==> config.mk <==
export PLATFORM = sky130hd
export DESIGN_NAME = button_events
export DESIGN_NICKNAME = d
export VERILOG_FILES = /design/src/rtl/button_events_pkg.sv /design/src/rtl/button_events_repeat_channel.sv /design/src/rtl/button_events.sv
export SDC_FILE = /design/constraint.sdc
export NUM_CORES = 1
export LEC_CHECK = 0
export BUFFER_PORTS_ARGS = -buffer_cell sky130_fd_sc_hd__buf_4
export CORE_MARGIN = 5
export CORE_UTILIZATION = 50
export CTS_BUF_LIST = sky130_fd_sc_hd__clkbuf_16
export DETAILED_ROUTE_END_ITERATION = 10
export GPL_TIMING_DRIVEN = 0
export PLACE_DENSITY = 0.67
export SKIP_LAST_GASP = 1
export SYNTH_ARGS = -nofsm -noshare
export SYNTH_HDL_FRONTEND = slang
export SYNTH_SLANG_ARGS = --single-unit
==> constraint.sdc <==
create_clock -name clk -period 2.6 [get_ports clk]
set_input_delay 0 -clock clk [delete_from_list [all_inputs] [get_ports clk]]
set_output_delay 0 -clock clk [all_outputs]
set_load 0.03 [all_outputs]
==> src/rtl/button_events_pkg.sv <==
// Shared types and defaults for the button event generator.
package button_events_pkg;

  typedef enum logic [1:0] {
    IDLE   = 2'd0,
    HOLD   = 2'd1,
    REPEAT = 2'd2
  } rpt_state_t;

  localparam int DEF_HOLD_CYCLES   = 500;
  localparam int DEF_REPEAT_CYCLES = 100;
  localparam int CNT_W             = 16;

endpackage

==> src/rtl/button_events_repeat_channel.sv <==
// Press-and-hold auto-repeat FSM for one button; pulse one cycle after the rising sample.
// Pulses again after HOLD_CYCLES, then every REPEAT_CYCLES; inhibit forces IDLE.
module repeat_channel
  import button_events_pkg::*;
#(
  parameter int HOLD_CYCLES   = DEF_HOLD_CYCLES,
  parameter int REPEAT_CYCLES = DEF_REPEAT_CYCLES
) (
  input  logic clk,
  input  logic rst,
  input  logic level,
  input  logic rise,
  input  logic inhibit,
  output logic pulse
);

  localparam logic [CNT_W-1:0] HOLD_LAST   = CNT_W'(HOLD_CYCLES - 1);
  localparam logic [CNT_W-1:0] REPEAT_LAST = CNT_W'(REPEAT_CYCLES - 1);

  rpt_state_t       state;
  logic [CNT_W-1:0] cnt;

  always_ff @(posedge clk) begin
    if (rst) begin
      state <= IDLE;
      cnt   <= '0;
      pulse <= 1'b0;
    end else begin
      pulse <= 1'b0;
      if (inhibit) begin
        // Conflict parks the channel; only a fresh rising edge restarts it.
        state <= IDLE;
        cnt   <= '0;
      end else begin
        case (state)
          IDLE: begin
            if (rise) begin
              pulse <= 1'b1;
              cnt   <= '0;
              state <= HOLD;
            end
          end
          HOLD: begin
            if (!level) begin
              state <= IDLE;
              cnt   <= '0;
            end else if (cnt == HOLD_LAST) begin
              pulse <= 1'b1;
              cnt   <= '0;
              state <= REPEAT;
            end else begin
              cnt <= cnt + CNT_W'(1);
            end
          end
          REPEAT: begin
            if (!level) begin
              state <= IDLE;
              cnt   <= '0;
            end else if (cnt == REPEAT_LAST) begin
              pulse <= 1'b1;
              cnt   <= '0;
            end else begin
              cnt <= cnt + CNT_W'(1);
            end
          end
          default: begin
            state <= IDLE;
            cnt   <= '0;
          end
        endcase
      end
    end
  end

endmodule

==> src/rtl/button_events.sv <==
// Turns debounced button levels into one-cycle event pulses (latency 1).
// plus/minus auto-repeat while held and are suppressed while both are pressed.
module button_events
  import button_events_pkg::*;
#(
  parameter int HOLD_CYCLES   = DEF_HOLD_CYCLES,
  parameter int REPEAT_CYCLES = DEF_REPEAT_CYCLES
) (
  input  logic clk,
  input  logic rst,
  input  logic debounced_plus_button,
  input  logic debounced_minus_button,
  input  logic debounced_program_button,
  input  logic debounced_set_alarm_button,
  input  logic debounced_turn_off_alarm_button,
  output logic plus_pulse,
  output logic minus_pulse,
  output logic program_pulse,
  output logic set_alarm_pulse,
  output logic turn_off_alarm_pulse
);

  // Bit order: plus, minus, program, set_alarm, turn_off_alarm.
  logic [4:0] cur;
  logic [4:0] prev;
  logic [4:0] rise;
  logic       inhibit;

  assign cur = {debounced_plus_button, debounced_minus_button, debounced_program_button,
                debounced_set_alarm_button, debounced_turn_off_alarm_button};
  assign rise    = cur & ~prev;
  assign inhibit = debounced_plus_button & debounced_minus_button;

  always_ff @(posedge clk) begin
    if (rst) begin
      prev                 <= '0;
      program_pulse        <= 1'b0;
      set_alarm_pulse      <= 1'b0;
      turn_off_alarm_pulse <= 1'b0;
    end else begin
      prev                 <= cur;
      program_pulse        <= rise[2];
      set_alarm_pulse      <= rise[1];
      turn_off_alarm_pulse <= rise[0];
    end
  end

  repeat_channel #(
    .HOLD_CYCLES  (HOLD_CYCLES),
    .REPEAT_CYCLES(REPEAT_CYCLES)
  ) u_plus (
    .clk    (clk),
    .rst    (rst),
    .level  (debounced_plus_button),
    .rise   (rise[4]),
    .inhibit(inhibit),
    .pulse  (plus_pulse)
  );

  repeat_channel #(
    .HOLD_CYCLES  (HOLD_CYCLES),
    .REPEAT_CYCLES(REPEAT_CYCLES)
  ) u_minus (
    .clk    (clk),
    .rst    (rst),
    .level  (debounced_minus_button),
    .rise   (rise[3]),
    .inhibit(inhibit),
    .pulse  (minus_pulse)
  );

endmodule

Word-level counts from Yosys, hierarchy flattened
Index checks and enable logic that the tools add are counted.
Storage, ports and cells
  logic and storage cells: 68
  output and inout port bits: 5
  bits in registers: 46
  bits of input ports: 7
Cells by class
  equality and inequality tests: 14
  mux-type cells: 34
  add/sub/neg operators: 2
  bitwise operators: 3
  reductions and logical operators: 5
Operators by type and width (count)
  16-bit two-way mux: 10
  16-bit one-hot mux with 3 select lines: 2
  16-bit by 1-bit adder with 16-bit output (second input constant): 2
  16-bit by 7-bit == test with 1-bit output (second input constant): 2
  16-bit by 9-bit == test with 1-bit output (second input constant): 2
  2-bit two-way mux: 8
  2-bit one-hot mux with 3 select lines: 2
  1-bit two-way mux: 10
  2-bit inequality test (second input constant): 4
  3-bit by 2-bit inequality test with 1-bit output (second input constant): 2
  1-bit one-hot mux with 3 select lines: 2
  3-bit AND reduction: 2
  5-bit bitwise AND: 1
  5-bit inverter: 1
  2-bit by 1-bit == test with 1-bit output (second input constant): 2
  2-bit == test (second input constant): 2
  2-bit zero test: 2
  2-bit OR reduction: 1
  1-bit bitwise AND: 1

Logic depth before layout (Yosys ltp)
  word-level depth: 4
  depth in mapped cells: 8
  depth with buffers taken out: 7

Modules after synthesis
From an unflattened synthesis, not the netlist that was laid out.
Unflattened totals
  cell total of the unflattened synthesis: 271
  area, all modules: 2351.0 um2
Modules (own cells, without submodules)
  repeat_channel at u_minus: sequential area each 380.4 um2, area each 1058.5 um2, instances 1, cells each 129
  repeat_channel at u_plus: sequential area each 380.4 um2, area each 1044.8 um2, instances 1, cells each 123
  button_events: sequential area each 160.2 um2, area each 247.7 um2, instances 1, cells each 19

Least setup slack after synthesis
Ideal clock, no wire load.
  kind: reg2reg
  start: reg u_minus.cnt[0]
  end: reg u_minus.cnt[10]
  stages on the path, launching flop included: 8
  slack: 310 ps
  clock period less this slack: 2290 ps
  buffers on the path: 1
  library setup time: 117 ps
  arrival: 2173 ps
  required time: 2483 ps
  cell sequence: dfxtp_1 -> ha_1 -> or4b_1 -> o41ai_1 -> a211oi_1 -> buf_2 -> a21o_1 -> a22o_1
On the way
  longest elaborated chain between the ends: 4
  elaborated cells between the ends (all ways): 8
  classes of those cells: add/sub (1); eq/ne (2); mux (5)
RTL lines
  start, declared: RTL line button_events_repeat_channel.sv:21  | logic [CNT_W-1:0] cnt;
  start signal, assigned: RTL line button_events_repeat_channel.sv:52  | cnt <= cnt + CNT_W'(1);
  start signal, assigned: RTL line button_events_repeat_channel.sv:63  | cnt <= cnt + CNT_W'(1);
  16-bit by 1-bit adder with 16-bit output, or another cell as far along: RTL line button_events_repeat_channel.sv:52, button_events_repeat_channel.sv:63
  16-bit two-way mux, on equally long branches: RTL line button_events_repeat_channel.sv:59, button_events_repeat_channel.sv:47
  16-bit two-way mux, on equally long branches: RTL line button_events_repeat_channel.sv:56, button_events_repeat_channel.sv:44
  16-bit one-hot mux with 3 select lines *: RTL line button_events_repeat_channel.sv:35  | case (state)
Mark *: on every way between the ends. The rest lies on a longest branch, timed or not.
A chain may end at the register's enable or synchronous reset.

Worst setup path after layout
Ends and elaborated chain as after synthesis.

==> run summary <==
Register Area: 922.1 sq um
Area post-placement: 2480 sq um
Crit path required time: 2.78 ns
PwrDens: 580.2 nW/um^2
Final Routed Wirelength: 5.103 mm
Fin crit share: 0.9377
Netlist cell types: 44
Leading cell type in the layout, fill and taps excluded: dfxtp_1
Crit-path max FO: 10
Async SR Flop Fraction: 0
EDFF count, synth: 0
Initial antenna violation count: 0
Final net count: 315
Cts bufs inserted: 5
Root Driver: clkbuf_16
Mean Syn Cell Area: 8.481 sq um
Worst skew pair latency: 0.28 ns
Row count: 24
Yosys warns: 0
Via Count: 2035
WP data arrival: 2.62 ns
R2r startpoint: u_minus.cnt[0]$_SDFFE_PP0P_
Initial Utilization: 0.5248
Vias in the first global route: 1942
Router iterations before antenna repair: 4
IO Count: 12
Crit path launch: u_minus.cnt[0]$_SDFFE_PP0P_
CTS Buffer Depth: 2
Largest net degree at the start of global routing: 15
FF-to-FF setup slack: 0.16 ns
Peak supply drop: 0.2770 mV
Crit path capture type: register
Fill count: 401
Final ANT Viol Nets: 0
Register area share after synthesis: 0.3948
Leak Pwr: 0.0009856 uW
Status: completed
Synth Instances: 275
Worst hold path class: in -> reg
Critical path class: reg -> reg
Max-slew violations: 0
GRT met2 Usage: 0.2791
Fmax achieved: 410.2 MHz
Buffers inserted by post-CTS timing repair: 0
Vias per inst: 5.798
Multi-input gate area: 1384 sq um
Gpl congestion: 0.8346
Post-Syn Area: 2332 sq um
PortBufs: 11
WL/cell: 14.54 um
Die Area: 6130 sq um
Core area: 4444 sq um
DIE WIDTH: 78.30 um
R2R cell count: 7
Layout cells sized above 1: 0.1037
Hold Vio Cnt, Final: 0
Cell area after layout: 2741 sq um
DRC viols: 0
HPWL Detailed: 3.582 mm
Most crowded layer after global routing: met2
Slew HR: 0.5130
Max Cap Viol: 0
M3 GR Usage: 0.04119
First-pass GRT wire length: 9.018 mm
Register bit total from synthesis: 46
Ant diodes: 0
Min Tclk post-route: 2.438 ns
GR Util met1: 0.2586
Clock skew: 0.004500 ns
Syn-to-layout area delta: 17.54%
Setup TNS: 0 ns
CTS sink cnt: 46
Total GRT Usage: 0.1828
# setup viols final: 0
Crit start category: register
Congestion Overflow GR: 0
Predominant post-synthesis flop cell: dfxtp_1
Die Y: 78.30 um
1st-iter DRT viols: 119
Reg2reg end: u_minus.cnt[10]$_SDFFE_PP0P_
Syn nets: 292
CP endpoint: u_minus.cnt[10]$_SDFFE_PP0P_
CTS tree: yes
Measured slew at the worst slew-check pin: 0.7229 ns
Most frequent cells in the layout: dfxtp_1 (45), nand2_1 (26), nor2_1 (25)
Clock-pin slew on the worst setup and hold paths: 0.06 ns
Design Power: 1591 uW
CTS H-Tree Depth: 2
## worst min path at each step
stage,from,to,slack [ns],depth (start not counted)
after global routing,debounced_plus_button,prev[4]$_SDFF_PP0_,0.07,3
after CTS,debounced_plus_button,prev[4]$_SDFF_PP0_,0.03,3
after global placement,rst,prev[4]$_SDFF_PP0_,0.23,2
after floorplan,rst,prev[4]$_SDFF_PP0_,0.07,1
final,debounced_plus_button,prev[4]$_SDFF_PP0_,0.03,3
after detailed placement,rst,prev[4]$_SDFF_PP0_,0.22,2
## worst max-delay path, stage by stage, from the launching register on
cell and delay [ns]:
dfxtp_1 0.40, ha_1 0.28, or4b_4 0.54, o41ai_2 0.38
a211oi_1 0.17, buf_2 0.22, a21o_1 0.17, a22o_1 0.17
## what timing repair did
action	4_1_cts	5_1_grt
pin swaps	0	0
hold buffers	5	0
cloned	0	0
gates resized for setup	1	7
hold endpoints to repair	5	0
endpoints found under the setup margin	1	20
## kinds of logic (layout without fill, tap and decap cells)
kind of cell               after synthesis  count (layout)  synth area share
xor gates and xnor gates                13              13           0.04882
adders and majority gates               10              10           0.05365
buffers and inverters                   18              42           0.03112
and+or+nand+nor                        134             134            0.3069
AOI/OAI and AO/OA                       49              49            0.1432
DFF                                     46              46            0.3948
muxes                                    5               5           0.02146
## metrics by stage
stage	hold slack, ns	utilization	instances	setup slack, ns
2_1_floorplan	0.06669	-	275	0.3098
3_3_place_gp	0.2272	0.5580	338	0.05352
3_5_place_dp	0.2242	0.5580	338	0.02140
4_1_cts	0.03208	0.6081	351	0.02766
5_1_grt	0.06882	0.6168	351	-0.01139
6_report	0.03204	0.6168	351	0.1620
## state kept, by name, indices dropped and copies added (netlist names)
| register | cells |
|---|---|
| u_minus.state | 2 |
| u_plus.state | 2 |
| u_plus.cnt | 16 |
| turn_off_alarm_pulse | 1 |
| prev | 5 |
| set_alarm_pulse | 1 |
| u_minus.cnt | 16 |
| program_pulse | 1 |
| u_plus.pulse | 1 |
| u_minus.pulse | 1 |
## routing by layer
layer / up-vias / wire length [um]
li1: 1056 / -
met1: 935 / 2646
met2: 39 / 2163
met3: 5 / 231
met4: 0 / 61
met5: - / 0
## layout make-up
type,count,share of cell area
well taps,52,0.02373
multi-input cells,211,0.5048
clock inverters,3,0.01461
clock buffers,5,0.04564
flip-flops and latches,46,0.3364
plain buffers,9,0.01415
inverters,9,0.01232
repair buffers,16,0.04838
## cell usage after synthesis, types with 3 or more instances
cell       n  area (sq um)
dfxtp_1   46         920.9
nand2_1   26         97.59
nor2_1    25         93.84
nand3_1   15         75.07
nand4_1   13         81.33
xor2_1    12         105.1
a21oi_1   11         55.05
ha_1      10         125.1
nor3_1    10         50.05
inv_1      9         33.78
nor2b_1    9         56.30
a31oi_1    8         50.05
and3_1     6         37.54
o21ai_0    6         30.03
or3_1      6         37.54
a211oi_1   5         37.54
clkbuf_1   5         18.77
mux2i_1    5         50.05
buf_2      4         20.02
nand2b_1   4         25.02
nor4_1     4         25.02
a21o_1     3         22.52
and2_1     3         18.77
nor4b_1    3         26.28
## power breakdown
group          switching, uW  internal, uW  leakage (uW)
clock                    262           450     0.0000836
combinational           94.7          57.4      0.000528
sequential              8.30           718      0.000374
Note: power is estimated with default switching activity, not from simulation.
